==> src/rtl/isp_awb_pkg.sv <==
// Shared types and constants for the gray-world auto white balance stage.
// Gains are unsigned Q4.8 (GAIN_ONE is unity).
package isp_awb_pkg;

    localparam int GAIN_W    = 12;
    localparam int GAIN_FRAC = 8;
    localparam logic [GAIN_W-1:0] GAIN_ONE = 12'd256;
    localparam logic [GAIN_W-1:0] GAIN_MAX = 12'd4095;

    typedef enum logic [1:0] {
        ST_IDLE   = 2'd0,
        ST_DIV_R  = 2'd1,
        ST_DIV_B  = 2'd2,
        ST_COMMIT = 2'd3
    } awb_state_e;

    // Clip a raw quotient into the gain range; a zero divisor means "leave the channel at unity".
    function automatic logic [GAIN_W-1:0] sat_gain(input logic [63:0] quot, input logic dbz);
        logic [GAIN_W-1:0] res;
        if (dbz) begin
            res = GAIN_ONE;
        end else if (quot > {52'd0, GAIN_MAX}) begin
            res = GAIN_MAX;
        end else begin
            res = quot[GAIN_W-1:0];
        end
        return res;
    endfunction

endpackage

==> src/rtl/isp_awb_gray_world_if.sv <==
// Pixel-stream bus of the AWB stage: sync/valid/RGB in, balanced RGB, active gains and busy out.
// Manual-gain signals exist only when ISP_AWB_MANUAL_EN is defined.
interface isp_awb_gray_world_if #(
    parameter int DATA_WIDTH = 8
) ();
    import isp_awb_pkg::*;

    logic                  vsync_i;
    logic                  valid_i;
    logic [DATA_WIDTH-1:0] r_i;
    logic [DATA_WIDTH-1:0] g_i;
    logic [DATA_WIDTH-1:0] b_i;
`ifdef ISP_AWB_MANUAL_EN
    logic                  manual_i;
    logic [GAIN_W-1:0]     man_gain_r_i;
    logic [GAIN_W-1:0]     man_gain_b_i;
`endif
    logic                  vsync_o;
    logic                  valid_o;
    logic [DATA_WIDTH-1:0] r_o;
    logic [DATA_WIDTH-1:0] g_o;
    logic [DATA_WIDTH-1:0] b_o;
    logic [GAIN_W-1:0]     gain_r_o;
    logic [GAIN_W-1:0]     gain_b_o;
    logic                  busy_o;

    modport master (
        output vsync_i, valid_i, r_i, g_i, b_i,
`ifdef ISP_AWB_MANUAL_EN
        output manual_i, man_gain_r_i, man_gain_b_i,
`endif
        input  vsync_o, valid_o, r_o, g_o, b_o, gain_r_o, gain_b_o, busy_o
    );

    modport slave (
        input  vsync_i, valid_i, r_i, g_i, b_i,
`ifdef ISP_AWB_MANUAL_EN
        input  manual_i, man_gain_r_i, man_gain_b_i,
`endif
        output vsync_o, valid_o, r_o, g_o, b_o, gain_r_o, gain_b_o, busy_o
    );

endinterface

==> src/rtl/isp_awb_div.sv <==
// Serial restoring divider: one quotient bit per cycle, DVD_W cycles from start to done.
// The start cycle already performs the first iteration on the presented operands.
module isp_awb_div #(
    parameter int DVD_W = 36,
    parameter int DVS_W = 28
) (
    input  logic             clk,
    input  logic             rst,
    input  logic             start,
    input  logic [DVD_W-1:0] dividend,
    input  logic [DVS_W-1:0] divisor,
    output logic             done,
    output logic [DVD_W-1:0] quotient,
    output logic             div_by_zero
);
    localparam int CNT_W = $clog2(DVD_W + 1);
    localparam logic [CNT_W-1:0] CNT_LAST = CNT_W'(DVD_W - 1);
    localparam logic [CNT_W-1:0] CNT_ONE  = CNT_W'(1);

    logic [DVS_W-1:0] rem_r;
    logic [DVD_W-1:0] quo_r;
    logic [DVS_W-1:0] dvs_r;
    logic [CNT_W-1:0] cnt_r;
    logic             run_r;
    logic             done_r;
    logic             dbz_r;

    logic [DVS_W-1:0] rem_src_s;
    logic [DVD_W-1:0] quo_src_s;
    logic [DVS_W-1:0] dvs_src_s;
    logic [DVS_W:0]   trial_s;
    logic [DVS_W:0]   diff_s;
    logic [DVS_W-1:0] rem_nxt_s;
    logic [DVD_W-1:0] quo_nxt_s;

    // One restoring step: shift the next dividend bit into the remainder and try a subtract.
    always_comb begin
        rem_src_s = rem_r;
        quo_src_s = quo_r;
        dvs_src_s = dvs_r;
        if (start) begin
            rem_src_s = {DVS_W{1'b0}};
            quo_src_s = dividend;
            dvs_src_s = divisor;
        end else begin
            rem_src_s = rem_r;
            quo_src_s = quo_r;
            dvs_src_s = dvs_r;
        end
        trial_s = {rem_src_s, quo_src_s[DVD_W-1]};
        diff_s  = trial_s - {1'b0, dvs_src_s};
        if (trial_s >= {1'b0, dvs_src_s}) begin
            rem_nxt_s = diff_s[DVS_W-1:0];
            quo_nxt_s = {quo_src_s[DVD_W-2:0], 1'b1};
        end else begin
            rem_nxt_s = trial_s[DVS_W-1:0];
            quo_nxt_s = {quo_src_s[DVD_W-2:0], 1'b0};
        end
    end

    // Iteration state, bit counter and the one-cycle done pulse.
    always_ff @(posedge clk or posedge rst) begin
        if (rst) begin
            rem_r  <= {DVS_W{1'b0}};
            quo_r  <= {DVD_W{1'b0}};
            dvs_r  <= {DVS_W{1'b0}};
            cnt_r  <= {CNT_W{1'b0}};
            run_r  <= 1'b0;
            done_r <= 1'b0;
            dbz_r  <= 1'b0;
        end else if (start) begin
            rem_r  <= rem_nxt_s;
            quo_r  <= quo_nxt_s;
            dvs_r  <= divisor;
            dbz_r  <= (divisor == {DVS_W{1'b0}});
            cnt_r  <= CNT_LAST;
            run_r  <= 1'b1;
            done_r <= 1'b0;
        end else if (run_r) begin
            rem_r <= rem_nxt_s;
            quo_r <= quo_nxt_s;
            cnt_r <= cnt_r - CNT_ONE;
            if (cnt_r == CNT_ONE) begin
                run_r  <= 1'b0;
                done_r <= 1'b1;
            end else begin
                done_r <= 1'b0;
            end
        end else begin
            done_r <= 1'b0;
        end
    end

    assign done        = done_r;
    assign quotient    = quo_r;
    assign div_by_zero = dbz_r;

endmodule

==> src/rtl/isp_awb_gray_world.sv <==
// Gray-world AWB: per-frame RGB statistics, serial R/B gain computation in blanking, 3-stage apply.
// Define ISP_AWB_MANUAL_EN to add a per-cycle manual gain override on the bus.
module isp_awb_gray_world
    import isp_awb_pkg::*;
#(
    parameter int DATA_WIDTH = 8,
    parameter int PIX_CNT_W  = 20
) (
    input  logic                clk,
    input  logic                rst,
    isp_awb_gray_world_if.slave bus
);
    localparam int ACC_W  = DATA_WIDTH + PIX_CNT_W;
    localparam int DVD_W  = ACC_W + GAIN_FRAC;
    localparam int PROD_W = DATA_WIDTH + GAIN_W;

    function automatic logic [ACC_W-1:0] sat_acc(input logic [ACC_W-1:0] acc,
                                                 input logic [DATA_WIDTH-1:0] pix);
        logic [ACC_W:0] sum;
        sum = {1'b0, acc} + {{(PIX_CNT_W + 1){1'b0}}, pix};
        if (sum[ACC_W]) begin
            return {ACC_W{1'b1}};
        end else begin
            return sum[ACC_W-1:0];
        end
    endfunction

    // Round-half-up back to pixel scale, clamping anything above full scale.
    function automatic logic [DATA_WIDTH-1:0] round_clamp(input logic [PROD_W-1:0] prod);
        logic [PROD_W:0] rnd;
        rnd = {1'b0, prod} + {{(PROD_W + 1 - GAIN_FRAC){1'b0}}, 1'b1, {(GAIN_FRAC - 1){1'b0}}};
        if (|rnd[PROD_W:GAIN_FRAC+DATA_WIDTH]) begin
            return {DATA_WIDTH{1'b1}};
        end else begin
            return rnd[GAIN_FRAC+DATA_WIDTH-1:GAIN_FRAC];
        end
    endfunction

    logic                  vsync_d_r;
    logic                  edge_s;
    logic                  start_run_s;
    logic [ACC_W-1:0]      acc_red_r, acc_grn_r, acc_blu_r;
    logic [ACC_W-1:0]      snap_red_r, snap_grn_r, snap_blu_r;
    logic [PIX_CNT_W-1:0]  pix_cnt_r;
    awb_state_e            state_r, state_nxt_s;
    logic                  busy_r, kick_r;
    logic                  div_start_s, div_done_s, div_dbz_s;
    logic [DVD_W-1:0]      div_dividend_s, div_quot_s;
    logic [ACC_W-1:0]      div_divisor_s;
    logic [GAIN_W-1:0]     pend_gain_r_r, pend_gain_b_r;
    logic [GAIN_W-1:0]     gain_r_r, gain_b_r;
    logic [GAIN_W-1:0]     eff_gain_r_s, eff_gain_b_s;
    logic                  s1_vld_r, s1_vs_r, s2_vld_r, s2_vs_r, s3_vld_r, s3_vs_r;
    logic [DATA_WIDTH-1:0] s1_r_r, s1_g_r, s1_b_r, s2_g_r, s3_r_r, s3_g_r, s3_b_r;
    logic [PROD_W-1:0]     s2_prod_r_r, s2_prod_b_r;

    assign edge_s      = bus.vsync_i & ~vsync_d_r;
    assign start_run_s = edge_s & (state_r == ST_IDLE) & (pix_cnt_r != {PIX_CNT_W{1'b0}});

    // Frame statistics; a frame edge clears them and the edge-cycle pixel seeds the next frame.
    always_ff @(posedge clk or posedge rst) begin
        if (rst) begin
            vsync_d_r <= 1'b0;
            acc_red_r <= {ACC_W{1'b0}};
            acc_grn_r <= {ACC_W{1'b0}};
            acc_blu_r <= {ACC_W{1'b0}};
            pix_cnt_r <= {PIX_CNT_W{1'b0}};
        end else begin
            vsync_d_r <= bus.vsync_i;
            if (edge_s) begin
                acc_red_r <= bus.valid_i ? {{PIX_CNT_W{1'b0}}, bus.r_i} : {ACC_W{1'b0}};
                acc_grn_r <= bus.valid_i ? {{PIX_CNT_W{1'b0}}, bus.g_i} : {ACC_W{1'b0}};
                acc_blu_r <= bus.valid_i ? {{PIX_CNT_W{1'b0}}, bus.b_i} : {ACC_W{1'b0}};
                pix_cnt_r <= bus.valid_i ? {{(PIX_CNT_W-1){1'b0}}, 1'b1} : {PIX_CNT_W{1'b0}};
            end else if (bus.valid_i) begin
                acc_red_r <= sat_acc(acc_red_r, bus.r_i);
                acc_grn_r <= sat_acc(acc_grn_r, bus.g_i);
                acc_blu_r <= sat_acc(acc_blu_r, bus.b_i);
                if (pix_cnt_r != {PIX_CNT_W{1'b1}}) begin
                    pix_cnt_r <= pix_cnt_r + {{(PIX_CNT_W-1){1'b0}}, 1'b1};
                end else begin
                    pix_cnt_r <= pix_cnt_r;
                end
            end else begin
                pix_cnt_r <= pix_cnt_r;
            end
        end
    end

    // Next-state logic of the gain computation sequencer.
    always_comb begin
        state_nxt_s = state_r;
        case (state_r)
            ST_IDLE: begin
                if (start_run_s) state_nxt_s = ST_DIV_R;
                else             state_nxt_s = ST_IDLE;
            end
            ST_DIV_R: begin
                if (div_done_s) state_nxt_s = ST_DIV_B;
                else            state_nxt_s = ST_DIV_R;
            end
            ST_DIV_B: begin
                if (div_done_s) state_nxt_s = ST_COMMIT;
                else            state_nxt_s = ST_DIV_B;
            end
            ST_COMMIT: state_nxt_s = ST_IDLE;
            default:   state_nxt_s = ST_IDLE;
        endcase
    end

    // The B division is launched in the very cycle the R result arrives.
    assign div_start_s    = kick_r | ((state_r == ST_DIV_R) & div_done_s);
    assign div_dividend_s = {snap_grn_r, {GAIN_FRAC{1'b0}}};
    assign div_divisor_s  = kick_r ? snap_red_r : snap_blu_r;

    isp_awb_div #(.DVD_W(DVD_W), .DVS_W(ACC_W)) u_div (
        .clk         (clk),
        .rst         (rst),
        .start       (div_start_s),
        .dividend    (div_dividend_s),
        .divisor     (div_divisor_s),
        .done        (div_done_s),
        .quotient    (div_quot_s),
        .div_by_zero (div_dbz_s)
    );

    // Sequencer state, snapshot (only taken when idle) and the gain registers.
    always_ff @(posedge clk or posedge rst) begin
        if (rst) begin
            state_r       <= ST_IDLE;
            busy_r        <= 1'b0;
            kick_r        <= 1'b0;
            snap_red_r    <= {ACC_W{1'b0}};
            snap_grn_r    <= {ACC_W{1'b0}};
            snap_blu_r    <= {ACC_W{1'b0}};
            pend_gain_r_r <= GAIN_ONE;
            pend_gain_b_r <= GAIN_ONE;
            gain_r_r      <= GAIN_ONE;
            gain_b_r      <= GAIN_ONE;
        end else begin
            state_r <= state_nxt_s;
            busy_r  <= (state_nxt_s != ST_IDLE);
            kick_r  <= start_run_s;
            if (edge_s && (state_r == ST_IDLE)) begin
                snap_red_r <= acc_red_r;
                snap_grn_r <= acc_grn_r;
                snap_blu_r <= acc_blu_r;
            end
            if ((state_r == ST_DIV_R) && div_done_s) begin
                pend_gain_r_r <= sat_gain(64'(div_quot_s), div_dbz_s);
            end
            if ((state_r == ST_DIV_B) && div_done_s) begin
                pend_gain_b_r <= sat_gain(64'(div_quot_s), div_dbz_s);
            end
            if (state_r == ST_COMMIT) begin
                gain_r_r <= pend_gain_r_r;
                gain_b_r <= pend_gain_b_r;
            end
        end
    end

`ifdef ISP_AWB_MANUAL_EN
    logic              manual_r;
    logic [GAIN_W-1:0] man_gain_r_r, man_gain_b_r;

    // Manual override sampled every cycle; computed gains are kept underneath.
    always_ff @(posedge clk or posedge rst) begin
        if (rst) begin
            manual_r     <= 1'b0;
            man_gain_r_r <= GAIN_ONE;
            man_gain_b_r <= GAIN_ONE;
        end else begin
            manual_r     <= bus.manual_i;
            man_gain_r_r <= bus.man_gain_r_i;
            man_gain_b_r <= bus.man_gain_b_i;
        end
    end

    // Select which gain pair the apply path and gain outputs see.
    always_comb begin
        if (manual_r) begin
            eff_gain_r_s = man_gain_r_r;
            eff_gain_b_s = man_gain_b_r;
        end else begin
            eff_gain_r_s = gain_r_r;
            eff_gain_b_s = gain_b_r;
        end
    end
`else
    // Gains are always the automatically computed ones.
    always_comb begin
        eff_gain_r_s = gain_r_r;
        eff_gain_b_s = gain_b_r;
    end
`endif

    // Apply pipeline: register, multiply by the gains in force, round and clamp.
    always_ff @(posedge clk or posedge rst) begin
        if (rst) begin
            s1_vld_r <= 1'b0;  s1_vs_r <= 1'b0;
            s2_vld_r <= 1'b0;  s2_vs_r <= 1'b0;
            s3_vld_r <= 1'b0;  s3_vs_r <= 1'b0;
            s1_r_r <= {DATA_WIDTH{1'b0}};
            s1_g_r <= {DATA_WIDTH{1'b0}};
            s1_b_r <= {DATA_WIDTH{1'b0}};
            s2_g_r <= {DATA_WIDTH{1'b0}};
            s2_prod_r_r <= {PROD_W{1'b0}};
            s2_prod_b_r <= {PROD_W{1'b0}};
            s3_r_r <= {DATA_WIDTH{1'b0}};
            s3_g_r <= {DATA_WIDTH{1'b0}};
            s3_b_r <= {DATA_WIDTH{1'b0}};
        end else begin
            s1_vld_r <= bus.valid_i;
            s1_vs_r  <= bus.vsync_i;
            s1_r_r   <= bus.r_i;
            s1_g_r   <= bus.g_i;
            s1_b_r   <= bus.b_i;
            s2_vld_r <= s1_vld_r;
            s2_vs_r  <= s1_vs_r;
            s2_g_r   <= s1_g_r;
            s2_prod_r_r <= {{GAIN_W{1'b0}}, s1_r_r} * {{DATA_WIDTH{1'b0}}, eff_gain_r_s};
            s2_prod_b_r <= {{GAIN_W{1'b0}}, s1_b_r} * {{DATA_WIDTH{1'b0}}, eff_gain_b_s};
            s3_vld_r <= s2_vld_r;
            s3_vs_r  <= s2_vs_r;
            s3_r_r   <= round_clamp(s2_prod_r_r);
            s3_g_r   <= s2_g_r;
            s3_b_r   <= round_clamp(s2_prod_b_r);
        end
    end

    assign bus.vsync_o  = s3_vs_r;
    assign bus.valid_o  = s3_vld_r;
    assign bus.r_o      = s3_r_r;
    assign bus.g_o      = s3_g_r;
    assign bus.b_o      = s3_b_r;
    assign bus.gain_r_o = eff_gain_r_s;
    assign bus.gain_b_o = eff_gain_b_s;
    assign bus.busy_o   = busy_r;

endmodule

==> src/flat_wrapper.sv <==
// flat-port wrapper written by rule: the top's interface ports become plain ports
module isp_awb_gray_world_flat import isp_awb_pkg::*;
#(
    parameter int DATA_WIDTH = 8,
    parameter int PIX_CNT_W  = 20
)
  (clk, rst, bus_vsync_i, bus_valid_i, bus_r_i, bus_g_i, bus_b_i, bus_vsync_o, bus_valid_o, bus_r_o, bus_g_o, bus_b_o, bus_gain_r_o, bus_gain_b_o, bus_busy_o);
  isp_awb_gray_world_if #(.DATA_WIDTH(DATA_WIDTH)) bus_i ();
  input  logic clk;
  input  logic rst;
  input wire logic [$bits(bus_i.vsync_i)-1:0] bus_vsync_i;
  input wire logic [$bits(bus_i.valid_i)-1:0] bus_valid_i;
  input wire logic [$bits(bus_i.r_i)-1:0] bus_r_i;
  input wire logic [$bits(bus_i.g_i)-1:0] bus_g_i;
  input wire logic [$bits(bus_i.b_i)-1:0] bus_b_i;
  output wire logic [$bits(bus_i.vsync_o)-1:0] bus_vsync_o;
  output wire logic [$bits(bus_i.valid_o)-1:0] bus_valid_o;
  output wire logic [$bits(bus_i.r_o)-1:0] bus_r_o;
  output wire logic [$bits(bus_i.g_o)-1:0] bus_g_o;
  output wire logic [$bits(bus_i.b_o)-1:0] bus_b_o;
  output wire logic [$bits(bus_i.gain_r_o)-1:0] bus_gain_r_o;
  output wire logic [$bits(bus_i.gain_b_o)-1:0] bus_gain_b_o;
  output wire logic [$bits(bus_i.busy_o)-1:0] bus_busy_o;
  assign bus_i.vsync_i = bus_vsync_i;
  assign bus_i.valid_i = bus_valid_i;
  assign bus_i.r_i = bus_r_i;
  assign bus_i.g_i = bus_g_i;
  assign bus_i.b_i = bus_b_i;
  assign bus_vsync_o = bus_i.vsync_o;
  assign bus_valid_o = bus_i.valid_o;
  assign bus_r_o = bus_i.r_o;
  assign bus_g_o = bus_i.g_o;
  assign bus_b_o = bus_i.b_o;
  assign bus_gain_r_o = bus_i.gain_r_o;
  assign bus_gain_b_o = bus_i.gain_b_o;
  assign bus_busy_o = bus_i.busy_o;
  isp_awb_gray_world #(.DATA_WIDTH(DATA_WIDTH), .PIX_CNT_W(PIX_CNT_W)) u_core (.clk(clk), .rst(rst), .bus(bus_i));
endmodule
==> config.mk <==
export PLATFORM = sky130hd
export DESIGN_NAME = isp_awb_gray_world_flat
export DESIGN_NICKNAME = d
export VERILOG_FILES = /design/src/rtl/isp_awb_pkg.sv /design/src/rtl/isp_awb_gray_world_if.sv /design/src/rtl/isp_awb_div.sv /design/src/rtl/isp_awb_gray_world.sv /design/src/flat_wrapper.sv
export SDC_FILE = /design/constraint.sdc
export NUM_CORES = 1
export LEC_CHECK = 0
export BUFFER_PORTS_ARGS = -buffer_cell sky130_fd_sc_hd__buf_2
export CAP_MARGIN = 5
export CORE_MARGIN = 4
export CORE_UTILIZATION = 45
export CTS_CLUSTER_DIAMETER = 100
export DETAILED_ROUTE_END_ITERATION = 10
export SETUP_SLACK_MARGIN = 0.02
export SLEW_MARGIN = 20
export SYNTH_ARGS = -nofsm -noshare
export SYNTH_HDL_FRONTEND = slang
export SYNTH_SLANG_ARGS = --single-unit
==> constraint.sdc <==
create_clock -name clk -period 15.2 [get_ports clk]
set_input_delay 0.76 -clock clk [delete_from_list [all_inputs] [get_ports clk]]
set_output_delay 0.76 -clock clk [all_outputs]
set_load 0.02 [all_outputs]
; Word level (Yosys, flattened, before mapping)
; Index checks and enable logic that the tools add are counted.
[totals]
reg_bits = 443
latch_bits = 0
mem_bits_rw = 0
mem_bits_ro = 0
input_bits = 28
output_inout_bits = 51
elab_cells = 114
n_memories = 0
[classes]
addsub = 8
multipliers = 2
div = 0
n_lt_le_gt_ge = 2
n_eq_ne = 5
shift = 0
mux = 42
bitwise = 6
n_reduce_logical = 13
[ops]
columns = operator, n
row1 = 28-bit 2-to-1 mux, 15
row2 = 36-bit 2-to-1 mux, 3
row3 = 28-bit by 8-bit adder with 29-bit output, 3
row4 = 20-bit 2-to-1 mux, 3
row5 = "20-bit by 8-bit adder with 21-bit output, second input constant", 2
row6 = 8-bit by 12-bit multiplier with 20-bit output, 2
row7 = 8-bit 2-to-1 mux, 5
row8 = "36-bit by 12-bit > comparator with 1-bit output, second input constant", 1
row9 = 29-bit by 28-bit >= comparator with 1-bit output, 1
row10 = 28-bit logical NOT, 1
row11 = 28-bit subtractor, 1
row12 = 12-bit 2-to-1 mux, 2
row13 = "20-bit by 1-bit adder with 20-bit output, second input constant", 1
row14 = "20-bit != test, second input constant", 1
row15 = 20-bit nonzero test, 1
row16 = 6-bit 2-to-1 mux, 2
row17 = 1-bit 2-to-1 mux, 10
row18 = 5-bit OR reduction, 2
row19 = 2-bit one-hot mux with 4 select lines, 1
row20 = 2-bit nonzero test, 4
row21 = "6-bit by 1-bit == test with 1-bit output, second input constant", 1
row22 = "6-bit by 1-bit subtractor with 6-bit output, second input constant", 1
row23 = 1-bit AND, 4
row24 = "2-bit == test, second input constant", 2
row25 = other kinds (7), 9

; Logic depth before layout (Yosys ltp)
; Gate-level depths: netlist of the first run.
[depth]
depth_word = 8
mapped_depth = 20
ltp_nobuf = 19

; Hierarchy
; From an unflattened synthesis of the first run, not the netlist that was laid out.
[unflattened]
hier_cells = 2651
area_unflattened_um2 = 27038.4
[by_module_without_submodules]
columns = module, instances, cells_each, area_each_um2, seq_area_each_um2
row1 = isp_awb_gray_world, 1, 1984, 20687.3, 8212.9
row2 = isp_awb_div, 1, 667, 6351.1, 2527.4

; Least setup slack after synthesis of the first run
; Ideal clock, no wire load.
[synth_path]
kind = reg-to-reg
startpoint = reg u_core.gain_r_r[3] (netlist: u_core.bus.gain_r_o[3])
endpoint = reg u_core.s2_prod_r_r[19]
setup_time_ns = 0.125
arrival_ns = 4.845
required_ns = 15.075
path_slack_ns = 10.229
path_stages_with_launch = 20
n_path_buf = 0
synth_period_minus_slack_ns = 4.971
cell_sequence = dfrtp_1 > and2_1 > fa_1 > inv_1 > fa_1 > inv_1 > fa_1 > inv_1 > fa_1 > inv_1 > ha_1 > a21o_1 > a21oi_1 > a21boi_2 > o21ai_1 > o41a_1 > a41o_1 > nor4_1 > nor3_1 > xnor2_1
[synth_between]
elab_chain_cells = 1
[synth_lines]
columns = element, line_no
row1 = start: declaration, isp_awb_gray_world.sv:51  ; logic [GAIN_W-1:0] gain_r_r, gain_b_r;
row2 = start signal: assignment, isp_awb_gray_world.sv:156  ; gain_r_r <= pend_gain_r_r;
row3 = 8-bit by 12-bit multiplier with 20-bit output, isp_awb_gray_world.sv:221  ; s2_prod_r_r <= {{GAIN_W{1'b0}}, s1_r_r} * {{DATA_WIDTH{1'b0}}, eff_gain_r_s};
row4 = end signal: assignment, isp_awb_gray_world.sv:207  ; s2_prod_r_r <= {PROD_W{1'b0}};
row5 = end signal: assignment, isp_awb_gray_world.sv:221
row6 = end: declaration, isp_awb_gray_world.sv:55  ; logic [PROD_W-1:0] s2_prod_r_r, s2_prod_b_r;
; Every way passes these cells.
; A chain may end at the register's enable or synchronous reset.

; Final worst setup path of the first run
[layout_path]
startpoint = reg u_core.s1_r_r[3]
endpoint = reg u_core.s2_prod_r_r[19]
[layout_between]
elab_chain_cells = 1
[layout_lines]
columns = element, line_no
row1 = start: declaration, isp_awb_gray_world.sv:54  ; logic [DATA_WIDTH-1:0] s1_r_r, s1_g_r, s1_b_r, s2_g_r, s3_r_r, s3_g_r, s3_b_r;
row2 = start signal: assignment, isp_awb_gray_world.sv:203  ; s1_r_r <= {DATA_WIDTH{1'b0}};
row3 = start signal: assignment, isp_awb_gray_world.sv:215  ; s1_r_r <= bus.r_i;
row4 = 8-bit by 12-bit multiplier with 20-bit output, isp_awb_gray_world.sv:221
; Every way passes these cells.

==> results of run 1 <==
[final timing paths]
check | depth (start not counted) | end | slack, ns
max | 19 | u_core.s2_prod_r_r[19]$_DFF_PP0_ | 9.83
min | 2 | u_core.bus.r_o[1]$_DFF_PP0_ | 0.29
max reg2reg | 19 | u_core.s2_prod_r_r[19]$_DFF_PP0_ | 9.83
min reg2reg | 0 | u_core.s2_g_r[3]$_DFF_PP0_ | 0.35
max in group asynchronous | 4 | u_core.snap_grn_r[7]$_DFFE_PP0P_ | 12.81
min in group clk | 1 | u_core.s1_g_r[6]$_DFF_PP0_ | 0.32
[cell type report]
cell class,instances,area (um^2),area share [%]
Multi-Input combinational cell,1842,14300,49.3
Timing Repair Buffer,96,526,1.81
Sequential cell,429,10700,37.1
Clock buffer,78,1510,5.21
Antenna cell,2,5.00,0.0173
Clock inverter,11,140,0.484
Tap cell,765,957,3.31
Inverter,214,811,2.80
[metal layers]
layer  up-vias  track usage, %
met1      9498            26.7
met4         2            5.07
met3       110            2.99
met5         -               0
li1       8924               -
met2       354            33.8
[metrics by stage]
step / utilization, % / std cells / hold slack, ns / worst slack [ns] / area, um^2
floorplan: - / 2597 / 0.331 / 2.50 / 26300
global placement: 47.3 / 3346 / 0.331 / 9.96 / 27300
detailed placement: 47.3 / 3346 / 0.335 / 9.79 / 27300
CTS: 50.2 / 3435 / 0.277 / 9.80 / 29000
global route: 50.2 / 3436 / 0.287 / 9.59 / 29000
finish: 50.2 / 3437 / 0.294 / 9.83 / 29000
[synth_stat cells (all sizes together) (15+ instances only)]
| cell | n |
|---|---|
| a211oi | 21 |
| a21o | 33 |
| a21oi | 87 |
| a31oi | 35 |
| and2 | 174 |
| and3 | 49 |
| and4 | 15 |
| buf | 25 |
| clkbuf | 86 |
| dfrtp | 425 |
| fa | 122 |
| ha | 132 |
| inv | 214 |
| mux2 | 109 |
| mux2i | 79 |
| nand2 | 264 |
| nand2b | 15 |
| nand3 | 64 |
| nand4 | 23 |
| nor2 | 124 |
| nor2b | 20 |
| nor3 | 48 |
| nor4 | 27 |
| o21a | 38 |
| o21ai | 144 |
| o21bai | 18 |
| xnor2 | 57 |
| xor2 | 36 |
[report_power, final]
| group | total, W | switching (W) | internal, W | leakage [nW] |
|---|---|---|---|---|
| clock network | 0.00121 | 0.000481 | 0.000728 | 0.810 |
| logic | 0.000272 | 0.000162 | 0.000111 | 8.05 |
| registers | 0.00122 | 0.0000441 | 0.00118 | 5.81 |
[worst max-delay path, cell delays in order (launching register included)]
cell and delay, ns:
dfrtp_1 0.52, and2_1 0.25, fa_1 0.51, inv_1 0.05, fa_1 0.49, inv_1 0.06, fa_1 0.53, inv_1 0.05
fa_1 0.52, inv_1 0.04, ha_1 0.34, a21o_1 0.18, a21oi_1 0.17, a21boi_2 0.21, o21ai_1 0.15, o41a_1 0.39
a41o_1 0.30, nor4_1 0.23, nor3_1 0.12, xnor2_1 0.14
[cell usage in the layout (no fill, tap or decap), types with 38 or more instances in the layout]
master,Yosys,layout
nor2_1,123,123
mux2_2,109,109
buf_2,9,78
nor3_1,47,46
a21oi_1,86,86
and3_1,46,46
nand2_1,264,264
fa_1,122,122
ha_1,132,132
clkbuf_16,0,51
xnor2_1,57,57
o21ai_0,136,136
dfrtp_1,425,423
mux2i_1,79,79
inv_1,214,213
nand3_1,63,63
o21a_1,38,38
and2_1,174,173
[kinds of logic (layout without fill, tap and decap cells)]
| family | Yosys count | after routing | synth area share (%) |
|---|---|---|---|
| xor gates and xnor gates | 93 | 93 | 3.10 |
| muxes | 188 | 188 | 7.68 |
| DFF | 429 | 429 | 40.9 |
| and+or+nand+nor | 858 | 858 | 16.7 |
| AOI/OAI and AO/OA | 449 | 449 | 11.2 |
| adders and majority gates | 254 | 254 | 15.6 |
| other | 0 | 2 | 0 |
| buffers and inverters | 326 | 399 | 4.89 |
==> impl_metrics.yaml, run 1 <==
power:
  total_power_w: 0.00271
  power_leakage_nw: 14.7
  power_density_mw_per_mm2: 93.5
  ir_worst_vdd_mv: 0.0808
placed_design:
  portBuffers: 78
  gp_congestion: 0.882
  place_hpwl_mm: 44.1
die:
  core-area_mm2: 0.0577
  die_y_um: 250
  rows: 88
  die_x_um: 250
  start_util_pct: 45.5
  dieArea_mm2: 0.0623
  pin_count: 79
clock_tree:
  ctsRootBufferMaster: "clkbuf_16"
  clk_latency_ns: 0.59
  ctsHoldBuffers: 0
  clock_sinks: 429
  path_clk_slew_ns: 0.06
  htree_num_levels: 2
  cts_resized: 0
  clockBufferDepth: 3
  cts_made_buffers: 49
  post_cts_buffers: 0
  cts_tree: "built"
logic_synthesis:
  netlist.area_leader.share_pct: 40.5
  synth_nets: 2879
  async_reset_ff_share_pct: 100
  avgSynthCellArea_um2: 10.1
  ys_seq_area_share_pct: 40.9
  syn_area_mm2: 0.0263
  ys_seq_elements: 429
  synthDistinctLibCells: 93
  synth_flop_cell: "dfrtp_1"
  synth_edf_count: 0
  yosysTopAreaCell: "dfrtp_1"
  synthesis.instances: 2597
  ys_warn_count: 0
  synthTopCellsByArea: "dfrtp_1 (40%), fa_1 (9.3%), ha_1 (6.3%)"
worst_setup_path:
  cp-startpoint: "u_core.s1_r_r[3]$_DFF_PP0_"
  path_max_fanout: 12
  critPathKind: "reg -> reg"
  crit_path_start_kind: "flip-flop"
  cp-end-kind: "flip-flop"
  r2r-start: "u_core.s1_r_r[3]$_DFF_PP0_"
  crit_required_ns: 15.66
  critical_path_arrival_ns: 5.84
grt:
  grt-ovfl-total: 0
  grt_pass1_wl_mm: 102
  antenna_found_initial: 4
  grt_start_max_net_pins: 111
  grt_pass1_vias: 19300
  grt_usage_pct: 19.8
sta:
  fin_crit_ns: 5.37
  slew_viol_final: 0
  tightest_slew_ns: 1.08
  rsz0062_at_grt: "false"
  max_freq_mhz: 186
  setup_violations: 0
  worst_slew_margin_rel_pct: 28.2
  period_share_pct: 35.4
  hold_viol: 0
  tns_ns: 0
  fin_skew_ns: 0.0165
finish:
  largest_register_ffs: 36
  nets: 2914
  drive_gt1_share_pct: 12.5
  fillCellCount: 5274
  area_delta_synth_final_pct: 10.2
detailed_routing:
  drcViolationCount: 0
  vias: 18900
  vias_per_cell: 5.50
  routed.top_layer: "met5"
  ant_nets: 0
  drt_first_pass_iters: 5
  wl_met2_mm: 29.9
  met1_length_mm: 28.0
  avgRoutedWirePerCell_um: 18.0
  dr_wl_met3_mm: 2.42
  drt-initial-drc-count: 1165
  routed_wl_mm: 61.8
outcome:
  status: "complete, no violations"
worst_hold_path:
  hold_path_class: "in -> async"
run:
  max_cap_violations: 0
No activity file was read; power rests on OpenSTA's default activity.
==> inputs of run 2 (changes only) <==
==> constraint.sdc (replaced) <==
create_clock -name clk -period 4.9 [get_ports clk]
set_input_delay 0.245 -clock clk [delete_from_list [all_inputs] [get_ports clk]]
set_output_delay 0.245 -clock clk [all_outputs]
set_load 0.02 [all_outputs]
==> impl_metrics.yaml, run 2 (same netlist as run 1, synthesis figures left out) <==
clock_tree:
  clock_sinks: 429
  htree_num_levels: 2
  clk_latency_ns: 0.60
  clockBufferDepth: 3
  path_clk_slew_ns: 0.06
  ctsRootBufferMaster: "clkbuf_16"
  cts_tree: "built"
  cts_made_buffers: 49
sta:
  worst_slew_margin_rel_pct: 24.3
  max_freq_mhz: 212
  setup_violations: 0
  fin_skew_ns: 0.0256
  whs_ns: 0.131
  slew_viol_final: 0
  rsz0062_at_grt: "true"
  hold_viol: 0
  period_share_pct: 96.1
  fin_crit_ns: 4.71
  tightest_slew_ns: 1.13
finish:
  largest_register_ffs: 36
  fillCellCount: 5134
  area_delta_synth_final_pct: 13.6
  final_cell_mix: "dfrtp_1 (416), nand2_1 (264), inv_1 (210)"
  design_area_mm2: 0.0299
  nets: 2992
  drive_gt1_share_pct: 15.2
  layout.cells.non_filler: 3513
  layout_commonest_cell: "dfrtp_1"
detailed_routing:
  routed_wl_mm: 62.3
  drcViolationCount: 0
  vias_per_cell: 5.44
  wl_met2_mm: 30.1
  ant_nets: 0
  drt-initial-drc-count: 1145
  avgRoutedWirePerCell_um: 17.7
  met1_length_mm: 27.9
  drt_first_pass_iters: 5
  dr_wl_met3_mm: 2.27
  vias: 19100
  routed.top_layer: "met5"
placed_design:
  gp_congestion: 0.883
  dp_cells: 3393
  place_hpwl_mm: 45.1
  dpl-instance-area_mm2: 0.0277
  portBuffers: 78
power:
  power_density_mw_per_mm2: 284
  total_power_w: 0.00849
  ir_worst_vdd_mv: 0.236
  power_leakage_nw: 15.1
worst_setup_path:
  cp-startpoint: "u_core.s1_b_r[4]$_DFF_PP0_"
  regToRegSetupSlack_ns: 0.19
  crit_required_ns: 5.42
  critPathTopFamily: "adder cells"
  crit_slowest_cell: "fa_1"
  r2r-start: "u_core.s1_b_r[4]$_DFF_PP0_"
  path_max_fanout: 11
  cp-end-kind: "flip-flop"
  critical-path-max-stage-delay_ns: 0.57
  r2r_cells: 17
  crit_buf_inv: 2
  crit_path_start_kind: "flip-flop"
  worstPathCellList: "buf_6, nand2_1, fa_1, fa_1, fa_1, fa_1, inv_1, ha_1, a21o_1, a21oi_2, nand2_1, o221ai_4, o21ai_4, o41ai_4, o21bai_2, a21oi_2, xnor2_1"
  cpMostUsedCell: "fa_1"
  worst_r2r_endpoint: "u_core.s2_prod_b_r[19]$_DFF_PP0_"
  critPathKind: "reg -> reg"
  critical_path_arrival_ns: 5.23
die:
  pin_count: 79
  die_x_um: 250
  die_y_um: 250
  start_util_pct: 45.5
  dieArea_mm2: 0.0623
  core-area_mm2: 0.0577
  rows: 88
grt:
  grt_pass1_wl_mm: 103
  grt_start_max_net_pins: 188
  grt_usage_pct: 19.9
  grt-ovfl-total: 0
  antenna_found_initial: 1
  grt_pass1_vias: 19900
outcome:
  status: "complete, no violations"
worst_hold_path:
  hold_path_class: "in -> async"
run:
  max_cap_violations: 0
-- run 2: changes by cell type in the layout (fill, tap and decap cells not counted), moves of 6 or more --
cell	previous run	this run
ha_4	0	6
clkbuf_8	13	7
dfrtp_1	423	416
dlygate4sd3_1	0	26
dfrtp_2	2	9
buf_4	18	64
ha_1	132	126
-- run 2: area by class of cell --
cell class	instances	area [um^2]	share of cell area [%]
Clock buffer	68	1410	4.72
Tap cell	765	957	3.21
Sequential cell	429	10800	36.0
Timing Repair Buffer	174	1250	4.18
Antenna cell	1	2.50	0.00838
Inverter	214	807	2.70
Clock inverter	20	267	0.893
Multi-Input combinational cell	1842	14400	48.3
-- run 2: how the worst max path moves through the flow --
| stage | to | slack (ns) | cells after the start |
|---|---|---|---|
| 5_1_grt | u_core.s2_prod_r_r[19]$_DFF_PP0_ | -0.02 | 19 |
| 6_report | u_core.s2_prod_b_r[19]$_DFF_PP0_ | 0.19 | 17 |
| 3_5_place_dp | u_core.s2_prod_r_r[19]$_DFF_PP0_ | -0.13 | 19 |
| 2_1_floorplan | u_core.acc_blu_r[0]$_DFFE_PP0P_ | -1.13 | 1 |
| 4_1_cts | u_core.s2_prod_r_r[19]$_DFF_PP0_ | 0.02 | 18 |
| 3_3_place_gp | u_core.s2_prod_r_r[19]$_DFF_PP0_ | -0.03 | 19 |
-- run 2: power by group --
part	switching [W]	internal, W
sequential	0.000121	0.00366
clock	0.00149	0.00232
combinational	0.000516	0.000375
-- run 2: worst min-delay path, cell delays in order --
cell and delay [ns]:
dlygate4sd3_1 0.54, buf_2 0.13, clkinvlp_4 0.14
-- run 2: per-layer routing --
metal / vias up / track usage (%)
met3: 129 / 2.96
met1: 9515 / 26.8
met2: 362 / 33.5
met4: 2 / 6.47
li1: 9099 / -
met5: - / 0
-- run 2: metrics by stage --
step | setup slack (ns) | setup TNS [ns] | util [%]
after floorplan | -1.13 | -481.68 | -
after global placement | -0.0349 | -0.0349 | 48.0
after detailed placement | -0.126 | -0.192 | 48.0
after CTS | 0.0204 | 0 | 51.4
after global routing | -0.0245 | -0.0300 | 51.7
final | 0.192 | 0 | 51.8
-- run 2: what timing repair did --
action / 4_1_cts / 5_1_grt
gates resized for setup: 11 / 25
hold buffers: 26 / 0
setup buffers: 0 / 3
hold endpoints to repair: 31 / 0
pin swaps: 12 / 22
setup endpoints to repair: 5 / 7
==> inputs of run 3 (changes only) <==
--- a/config.mk
+++ b/config.mk
@@ -8,9 +8,10 @@
 export BUFFER_PORTS_ARGS = -buffer_cell sky130_fd_sc_hd__buf_2
 export CAP_MARGIN = 5
 export CORE_MARGIN = 4
-export CORE_UTILIZATION = 45
+export CORE_UTILIZATION = 55
 export CTS_CLUSTER_DIAMETER = 100
 export DETAILED_ROUTE_END_ITERATION = 10
+export PLACE_DENSITY = 0.75
 export SETUP_SLACK_MARGIN = 0.02
 export SLEW_MARGIN = 20
 export SYNTH_ARGS = -nofsm -noshare
==> impl_metrics.yaml, run 3 (same netlist as run 1, synthesis figures left out) <==
power:
  power_density_mw_per_mm2: 290
  ir_worst_vdd_mv: 0.232
  power_leakage_nw: 15.1
  total_power_w: 0.00863
grt:
  grt_usage_pct: 24.1
  grt_pass1_wl_mm: 101
  grt_pass1_vias: 20200
  grt-ovfl-total: 0
  grt_start_max_net_pins: 144
  antenna_found_initial: 1
placed_design:
  gp_congestion: 0.909
  portBuffers: 78
  dpl-instance-area_mm2: 0.0275
  place_hpwl_mm: 43.3
  dp_cells: 3227
worst_setup_path:
  critical_path_arrival_ns: 5.26
  regToRegSetupSlack_ns: 0.1
  worst_r2r_endpoint: "u_core.s2_prod_r_r[19]$_DFF_PP0_"
  crit_path_start_kind: "flip-flop"
  r2r_cells: 19
  critPathKind: "reg -> reg"
  cp-end-kind: "flip-flop"
  r2r-start: "u_core.s1_r_r[4]$_DFF_PP0_"
  crit_required_ns: 5.35
  path_max_fanout: 3
sta:
  tightest_slew_ns: 1.05
  tns_ns: 0
  fin_crit_ns: 4.80
  fin_skew_ns: 0.0176
  max_freq_mhz: 208
  hold_viol: 0
  rsz0062_at_grt: "true"
  period_share_pct: 98.0
  worst_slew_margin_rel_pct: 29.9
  slew_viol_final: 0
  setup_violations: 0
outcome:
  status: "complete, no violations"
detailed_routing:
  routed_wl_mm: 61.3
  drt_first_pass_iters: 8
  ant_nets: 0
  avgRoutedWirePerCell_um: 18.3
  drcViolationCount: 0
  drt-initial-drc-count: 1466
  vias: 19500
  vias_per_cell: 5.82
finish:
  drive_gt1_share_pct: 15.5
  final_cell_mix: "dfrtp_1 (415), nand2_1 (263), inv_1 (210)"
  area_delta_synth_final_pct: 13.2
  utilization_pct: 63.5
  nets: 2985
  largest_register_ffs: 36
  layout_commonest_cell: "dfrtp_1"
  design_area_mm2: 0.0297
  layout.cells.non_filler: 3350
clock_tree:
  clockBufferDepth: 3
  ctsRootBufferMaster: "clkbuf_16"
  cts_made_buffers: 47
  clock_sinks: 429
  path_clk_slew_ns: 0.06
  cts_tree: "built"
  clk_latency_ns: 0.59
  htree_num_levels: 2
die:
  dieArea_mm2: 0.0513
  rows: 79
  die_y_um: 227
  core-area_mm2: 0.0469
  pin_count: 79
  die_x_um: 227
  start_util_pct: 56.1
worst_hold_path:
  hold_path_class: "in -> reg"
  worstHoldStart: "bus_valid_i"
  whs_endpoint: "u_core.s1_vld_r$_DFF_PP0_"
  whs_path_depth: 2
run:
  max_cap_violations: 0
==> run 3: cell count changes in the layout (fill, tap and decap cells not counted), moves of 3 or more <==
cell        previous run  this run
clkinvlp_4             3         9
buf_4                 64        53
clkinv_2               9         2
clkbuf_16             51        48
buf_12                 2         5
clkbuf_1              10         5
ha_1                 126       123
bufinv_16              6         9
buf_6                  2         7
ha_2                   0         3
==> run 3: what timing repair did <==
| item | CTS | global route |
|---|---|---|
| buffers inserted | 0 | 8 |
| gates resized for setup | 4 | 42 |
| cloned | 0 | 0 |
| hold buffers | 26 | 0 |
| setup endpoints to repair | 6 | 7 |
| endpoints found under the hold margin | 40 | 0 |
| pin swaps | 3 | 23 |
==> run 3: layer usage <==
| metal | global-route usage (%) | vias to the layer above | wire (um) |
|---|---|---|---|
| met4 | 8.50 | 2 | 2030 |
| met1 | 31.1 | 9730 | 25900 |
| li1 | - | 9090 | - |
| met5 | 0 | - | 15 |
| met2 | 41.6 | 530 | 30300 |
| met3 | 3.92 | 138 | 3000 |
==> run 3: critical path, stage by stage (launching register included) <==
cell      delay, ns
dfrtp_1        0.40
and2_4         0.15
fa_1           0.55
inv_2          0.04
fa_1           0.49
inv_2          0.04
fa_1           0.52
inv_1          0.06
fa_1           0.51
inv_2          0.05
ha_4           0.23
a21o_1         0.16
a21oi_2        0.14
a21boi_4       0.21
o21ai_2        0.08
o41a_1         0.43
a41o_1         0.23
nor4_2         0.15
nor3_1         0.09
xnor2_1        0.13
==> run 3: area by class of cell <==
| type | instances | area (um^2) |
|---|---|---|
| antenna | 1 | 2.50 |
| clock buffer | 62 | 1340 |
| clock inverter | 26 | 409 |
| fill | 3665 | 17100 |
| inverter | 214 | 807 |
| multi-input combinational | 1842 | 14400 |
| sequential | 429 | 10800 |
| tap | 607 | 759 |
| timing repair buffer | 169 | 1230 |
==> run 3: metrics by stage <==
step / worst slack [ns] / hold slack [ns]
floorplan: -1.13 / 0.276
global placement: -0.00808 / 0.302
detailed placement: -0.105 / 0.303
CTS: -0.0342 / 0.105
global route: -0.0511 / 0.137
finish: 0.0985 / 0.163
==> run 3: power breakdown <==
part | leakage (nW) | switching [W] | internal [W]
logic | 8.43 | 0.000525 | 0.000370
registers | 5.80 | 0.000129 | 0.00366
clock network | 0.832 | 0.00152 | 0.00242
total | 15.1 | 0.00217 | 0.00646
==> run 3: how the worst max path moves through the flow <==
stage | start | endpoint | slack [ns] | cells after the start
after global routing | u_core.s1_r_r[4]$_DFF_PP0_ | u_core.s2_prod_r_r[19]$_DFF_PP0_ | -0.05 | 19
after CTS | u_core.s1_r_r[4]$_DFF_PP0_ | u_core.s2_prod_r_r[19]$_DFF_PP0_ | -0.03 | 19
after detailed placement | u_core.s1_r_r[4]$_DFF_PP0_ | u_core.s2_prod_r_r[19]$_DFF_PP0_ | -0.10 | 19
final | u_core.s1_r_r[4]$_DFF_PP0_ | u_core.s2_prod_r_r[19]$_DFF_PP0_ | 0.1 | 19
after floorplan | rst | u_core.acc_blu_r[0]$_DFFE_PP0P_ | -1.13 | 1
after global placement | u_core.s1_r_r[4]$_DFF_PP0_ | u_core.s2_prod_r_r[19]$_DFF_PP0_ | -0.008 | 19
